$ cat src/rtl/fpga_cfg_loader.sv
// rtl/fpga_cfg_loader.sv - Wishbone-programmed serial loader for an FPGA configuration chain
module fpga_cfg_loader (
    input  logic        wb_clk_i,
    input  logic        wb_rst_i,
    input  logic        wbs_stb_i,
    input  logic        wbs_cyc_i,
    input  logic        wbs_we_i,
    input  logic [3:0]  wbs_sel_i,
    input  logic [31:0] wbs_dat_i,
    input  logic [31:0] wbs_adr_i,
    output logic        wbs_ack_o,
    output logic [31:0] wbs_dat_o,
    output logic        ccff_head,
    input  logic        ccff_tail,
    output logic        prog_clk,
    output logic        prog_reset,
    output logic        irq
);
    typedef enum logic [2:0] {
        S_IDLE,
        S_LOAD,
        S_SHIFT_LO,
        S_SHIFT_HI,
        S_DONE
    } state_t;

    state_t      state, state_nx;
    logic [7:0]  div;
    logic        ie;
    logic [31:0] bitcnt, tailsig, sreg, rdata;
    logic        done, overflow, tail_bit;
    logic [7:0]  phase_cnt;
    logic [4:0]  bit_idx;

    logic [31:0] fifo_mem [8];
    logic [2:0]  wr_ptr, rd_ptr;
    logic [3:0]  level;

    logic        req, wr, rd;
    logic [2:0]  reg_sel;
    logic        ctrl_wr, status_wr, data_wr, bitcnt_wr;
    logic        start, abort, busy, stall, pop, push, fifo_full, fifo_empty;
    logic        phase_end, bit_done;
    logic        unused_adr;

    assign unused_adr = ^{wbs_adr_i[31:5], wbs_adr_i[1:0]};

    // A request is taken only when no ack is outstanding, so acks never abut.
    assign req       = wbs_stb_i & wbs_cyc_i & ~wbs_ack_o;
    assign reg_sel   = wbs_adr_i[4:2];
    assign wr        = req & wbs_we_i;
    assign rd        = req & ~wbs_we_i;
    assign ctrl_wr   = wr & (reg_sel == 3'd0);
    assign status_wr = wr & (reg_sel == 3'd1);
    assign data_wr   = wr & (reg_sel == 3'd2);
    assign bitcnt_wr = wr & (reg_sel == 3'd3);

    assign start = ctrl_wr & wbs_sel_i[0] & wbs_dat_i[0];
    assign abort = ctrl_wr & wbs_sel_i[0] & wbs_dat_i[1];

    assign fifo_full  = (level == 4'd8);
    assign fifo_empty = (level == 4'd0);
    assign busy       = (state != S_IDLE);
    assign stall      = (state == S_LOAD) & fifo_empty;
    assign pop        = (state == S_LOAD) & ~fifo_empty & ~abort;
    assign push       = data_wr & (wbs_sel_i == 4'hF) & (~fifo_full | pop);
    assign phase_end  = (phase_cnt == div);
    assign bit_done   = (state == S_SHIFT_HI) & phase_end & ~abort;
    assign irq        = done & ie;

    always_comb begin
        state_nx = state;
        case (state)
            S_IDLE:     if (start) state_nx = (bitcnt != 32'd0) ? S_LOAD : S_DONE;
            S_LOAD:     if (!fifo_empty) state_nx = S_SHIFT_LO;
            S_SHIFT_LO: if (phase_end) state_nx = S_SHIFT_HI;
            S_SHIFT_HI: begin
                if (phase_end) begin
                    if (bitcnt == 32'd1)
                        state_nx = S_DONE;
                    else if (bit_idx == 5'd31)
                        state_nx = S_LOAD;
                    else
                        state_nx = S_SHIFT_LO;
                end
            end
            S_DONE:     state_nx = S_IDLE;
            default:    state_nx = S_IDLE;
        endcase
        if (abort) state_nx = S_IDLE;
    end

    // prog_clk is registered from the next state, so it is high exactly in SHIFT_HI.
    always_ff @(posedge wb_clk_i or posedge wb_rst_i) begin
        if (wb_rst_i) begin
            state     <= S_IDLE;
            prog_clk  <= 1'b0;
            ccff_head <= 1'b0;
            sreg      <= '0;
            phase_cnt <= '0;
            bit_idx   <= '0;
            tail_bit  <= 1'b0;
            tailsig   <= '0;
        end else begin
            state    <= state_nx;
            prog_clk <= (state_nx == S_SHIFT_HI);
            if (state_nx != state)
                phase_cnt <= '0;
            else if (state == S_SHIFT_LO || state == S_SHIFT_HI)
                phase_cnt <= phase_cnt + 8'd1;
            if (pop) begin
                sreg      <= fifo_mem[rd_ptr];
                ccff_head <= fifo_mem[rd_ptr][31];
                bit_idx   <= '0;
            end
            // Sample the tail before this bit's rising prog_clk edge reaches the chain.
            if (state == S_SHIFT_LO && phase_end)
                tail_bit <= ccff_tail;
            if (bit_done) begin
                tailsig <= {tailsig[30:0], tail_bit};
                if (state_nx == S_SHIFT_LO) begin
                    sreg      <= {sreg[30:0], 1'b0};
                    ccff_head <= sreg[30];
                    bit_idx   <= bit_idx + 5'd1;
                end
            end
        end
    end

    always_ff @(posedge wb_clk_i or posedge wb_rst_i) begin
        if (wb_rst_i) begin
            div        <= 8'd3;
            ie         <= 1'b0;
            prog_reset <= 1'b1;
            bitcnt     <= '0;
            done       <= 1'b0;
            overflow   <= 1'b0;
        end else begin
            if (ctrl_wr && wbs_sel_i[0]) begin
                prog_reset <= wbs_dat_i[2];
                ie         <= wbs_dat_i[3];
            end
            if (ctrl_wr && wbs_sel_i[1] && !busy)
                div <= wbs_dat_i[15:8];
            if (bitcnt_wr && !busy) begin
                for (int i = 0; i < 4; i++)
                    if (wbs_sel_i[i]) bitcnt[8*i +: 8] <= wbs_dat_i[8*i +: 8];
            end else if (bit_done) begin
                bitcnt <= bitcnt - 32'd1;
            end
            if (abort)
                done <= 1'b0;
            else if (state == S_DONE)
                done <= 1'b1;
            else if (status_wr && wbs_sel_i[0] && wbs_dat_i[3])
                done <= 1'b0;
            if (data_wr && wbs_sel_i == 4'hF && fifo_full && !pop)
                overflow <= 1'b1;
            else if (status_wr && wbs_sel_i[0] && wbs_dat_i[4])
                overflow <= 1'b0;
        end
    end

    always_ff @(posedge wb_clk_i or posedge wb_rst_i) begin
        if (wb_rst_i) begin
            wr_ptr <= '0;
            rd_ptr <= '0;
            level  <= '0;
        end else if (abort) begin
            wr_ptr <= '0;
            rd_ptr <= '0;
            level  <= '0;
        end else begin
            if (push) wr_ptr <= wr_ptr + 3'd1;
            if (pop)  rd_ptr <= rd_ptr + 3'd1;
            level <= level + 4'(push) - 4'(pop);
        end
    end

    always_ff @(posedge wb_clk_i) begin
        if (push) fifo_mem[wr_ptr] <= wbs_dat_i;
    end

    always_comb begin
        rdata = '0;
        case (reg_sel)
            3'd0: rdata = {16'd0, div, 4'd0, ie, prog_reset, 2'd0};
            3'd1: rdata = {20'd0, level, 2'd0, stall, overflow, done, fifo_empty, fifo_full, busy};
            3'd3: rdata = bitcnt;
            3'd4: rdata = tailsig;
            default: rdata = '0;
        endcase
    end

    always_ff @(posedge wb_clk_i or posedge wb_rst_i) begin
        if (wb_rst_i) begin
            wbs_ack_o <= 1'b0;
            wbs_dat_o <= '0;
        end else begin
            wbs_ack_o <= req;
            wbs_dat_o <= rd ? rdata : '0;
        end
    end
endmodule

$ cat config.mk
export PLATFORM = sky130hd
export DESIGN_NAME = fpga_cfg_loader
export DESIGN_NICKNAME = d
export VERILOG_FILES = /design/src/rtl/fpga_cfg_loader.sv
export SDC_FILE = /design/constraint.sdc
export NUM_CORES = 1
export LEC_CHECK = 0
export CORE_MARGIN = 3
export CORE_UTILIZATION = 64
export CTS_CLUSTER_SIZE = 30
export DETAILED_ROUTE_END_ITERATION = 16
export PLACE_DENSITY_LB_ADDON = 0.05
export SLEW_MARGIN = 20
export SYNTH_ARGS = -nofsm -noshare
export SYNTH_HDL_FRONTEND = slang
export SYNTH_SLANG_ARGS = --single-unit
export TNS_END_PERCENT = 10
$ cat constraint.sdc
create_clock -name wb_clk_i -period 8.4 [get_ports wb_clk_i]
set_input_delay 0.84 -clock wb_clk_i [delete_from_list [all_inputs] [get_ports wb_clk_i]]
set_output_delay 0.84 -clock wb_clk_i [all_outputs]
set_load 0.02 [all_outputs]
==> implementation parameters <==
Parameter                              Value

Drt
  Residual antenna-violating net count after detailed routing    0
  Post-route DRC violation count    0
  Detailed-routing iteration count for the pre-antenna-repair pass    5
  Starting DRC count in detailed routing    995
  Vias    11200
  Mean routed wirelength per cell    23.1 um
  Vias/cell    6.29
  Routed WL    41000 um

Clock tree
  Clk slew on worst S/H paths    0.06 ns
  Root Buffer    clkbuf_16
  Insertion delay of the later-clocked pin in the worst-skew pair    0.53 ns
  Number of sinks driven by the clock tree    425
  Clk buf depth    3
  Hold_buf cts    0
  H-Tree Depth    2
  Cells resized by post-CTS repair    0
  Setup fix buffers added after clock tree synthesis    0
  Number of buffers added by the clock tree synthesis step    43
  Clock tree from TritonCTS    done

Cells and area
  Storage element area    11900 sq um
  Fill cell total of the finished layout    1730
  Most frequent cells in the layout    edfxtp_1, nand2_1, dfrtp_1
  N_diodes    0
  Multi-input logic area    5980 sq um
  Commonest non-fill, non-tap cell in the layout    edfxtp_1
  Layout Nets    1451
  Area Growth Syn to Fin    14.0%
  Share of layout cells above drive strength 1    15.2%

Timing
  Worst-Margin Slew    1.06 ns
  Fraction of the cycle the final worst path needs    50.2%
  Count of final hold-check violations    0
  Unrepaired setup endpoints after global routing    no
  Top achievable clock speed    0.237 GHz
  Total of endpoints with negative setup slack in the final report    0
  Time the worst path needs with I/O delays and setup    4.21 ns
  Final Max Slew Viols    0
  Sum of negative setup slack    0 ns
  Max-slew headroom    29.6%
  Setup clock skew after layout    0.0143 ns

Setup path
  Kind of critical path    in2reg
  Reg2reg setup slack    4.83 ns
  R2r startpoint    state[0]
  Startpoint kind of the worst setup timing path    input port
  Data required time at the worst endpoint    8.78 ns
  Data arrival, critical path    4.60 ns
  Critical Path End Type    flip-flop
  Capturing point of the worst reg2reg path    fifo_mem[1][22]
  Register-to-Register Path Depth    6
  Maximum fanout count along the critical path    17

Place
  Routability Congestion    0.912
  Detailed placer's ending HPWL    25000 um
  Count of buffers inserted at the top-level ports    81

Power
  Power Total    5960 uW
  Leak pwr    0.00800 uW
  Largest voltage drop on the vdd net    0.000174 V
  PD cells    288 nW/um^2

Worst hold path
  Origin of the worst min-delay path    tail_bit
  Instance count along the most critical hold path    2
  Hold/Removal Path Class    reg2reg
  Hold Crit Endpoint    tailsig[0]

Logic synthesis
  Yosys cell types    66
  Primary FF master, synth    edfxtp_1
  Number of warnings printed during yosys synthesis    0
  Largest cells by area after synthesis    edfxtp_1, dfrtp_1, mux4_2
  Post-synthesis share of cell area spent on and, or, nand and nor gates    11.2%
  Mux contribution to synthesized area    13.6%
  Synth area leader    edfxtp_1
  Fraction of the mapped netlist area in compound gates    5.72%
  Syn Nets    1372
  Parity-gate share of the synthesized area counting xor and xnor cells    1.01%
  Average cell area after synthesis    14.1 sq um
  Area share of the largest cell type after synthesis    42.4%
  Post-synthesis adder-cell area fraction    1.01%
  Fraction of synthesis flops using an asynchronous set or reset pin    39.8%
  Netlist area before placement    18200 sq um
  Portion of the post-synthesis area used by sequential elements    65.7%
  Main combinational cell family by area after synthesis    multiplexers
  Number of enable-type register cells in the synthesized netlist    256
  Seq cells post-synth    425
  Number of cells produced by synthesis    1284

Global route
  Wire length of the first global-routing pass    64700 um
  Overflow after GRT    0
  Number of antenna violations at the first check in global routing    0
  Via count of the first global-routing pass    11300
  Largest net degree at the start of global routing    102
  Global-route usage over all layers    27.6%

Floorplanning
  Starting density of the core    65.2%
  Number of rows in the core area    61
  Ports placed on the boundary    111
  Die Wd    174 um
  Vertical extent of the die    174 um
  Die Area    30400 sq um
  Core Region    27900 sq um

Run status
  Outcome    complete, no violations

Flow run
  Max-Cap Viols    0
power by group:
part,total (uW),internal [uW],switching [uW]
Sequential,2730,2410,317
Combinational,1430,729,698
Clock,1800,1050,755
Total,5960,4190,1770
registers in the layout (all words and copies together) (netlist names), 4 cells and up:
| name | count |
|---|---|
| bitcnt | 32 |
| bit_idx | 5 |
| level | 4 |
| fifo_mem | 256 |
| div | 8 |
| wbs_dat_o | 32 |
| sreg | 31 |
| phase_cnt | 8 |
| tailsig | 32 |
Yosys cell counts (9+ instances only):
cell and instances:
clkbuf_1 43, and2_1 16, nor2b_1 9, nor3_1 41
nor2_1 109, a22oi_1 27, xor2_1 12, o21ai_0 42
mux2_2 24, nor4_1 12, nand3_1 13, xnor2_1 9
mux4_2 64, nand4_1 10, a211oi_1 16, inv_1 15
mux2i_1 44, mux2_4 17, edfxtp_1 256, a21oi_1 36
dfrtp_1 166, ha_1 13, nand2_1 170
cell families (layout without fill, tap and decap cells):
logic type | count (synthesis) | count (layout)
buffers and inverters | 77 | 188
adders and majority gates | 14 | 14
DFF | 425 | 425
AOI/OAI and AO/OA | 160 | 160
and+or+nand+nor | 433 | 433
muxes | 154 | 154
xor gates and xnor gates | 21 | 21
through the flow:
stage	utilization [%]	hold slack (ns)	cells	area [sq um]	setup WS [ns]
floorplan	-	0.440	1284	18200	2.99
global placement	69.5	0.453	1696	19400	3.75
detailed placement	69.5	0.461	1696	19400	3.69
CTS	74.2	0.474	1773	20700	4.22
global route	74.3	0.508	1773	20700	3.95
finish	74.3	0.470	1773	20700	4.19
critical path: stages:
cell	delay, ns
clkdlybuf4s50_1	0.77
nor3_1	0.73
and3_1	0.34
and2_1	0.55
nor3_1	0.23
nand2_1	0.18
o21ai_0	0.11
ha_1	0.24
fa_1	0.38
xnor2_1	0.17
nor2_1	0.06
final cells by class:
cell class,instances,share of cell area [%]
timing repair buffer,96,4.46
multi-input combinational,782,28.9
clock buffer,59,5.73
inverter,15,0.296
tap,378,2.29
sequential,425,57.7
clock inverter,18,0.683
worst max-delay path by stage:
stage	end	slack, ns	cells after the start	start
floorplan	bit_idx[0]	2.99	1	wb_rst_i
global placement	level[2]	3.75	11	wbs_adr_i[4]
detailed placement	sreg[5]	3.69	7	wbs_adr_i[4]
CTS	sreg[8]	4.22	7	wbs_adr_i[4]
global route	level[2]	3.95	11	wbs_adr_i[4]
finish	level[2]	4.19	11	wbs_adr_i[4]
per-layer routing:
layer	up-vias	part of all wire [%]	GRT usage (%)
li1	4983	-	-
met1	5679	42	39.6
met2	423	49	45.0
met3	68	5.9	4.02
met4	0	2.8	7.84
met5	-	0	0
Note: power is estimated with default switching activity, not from simulation.
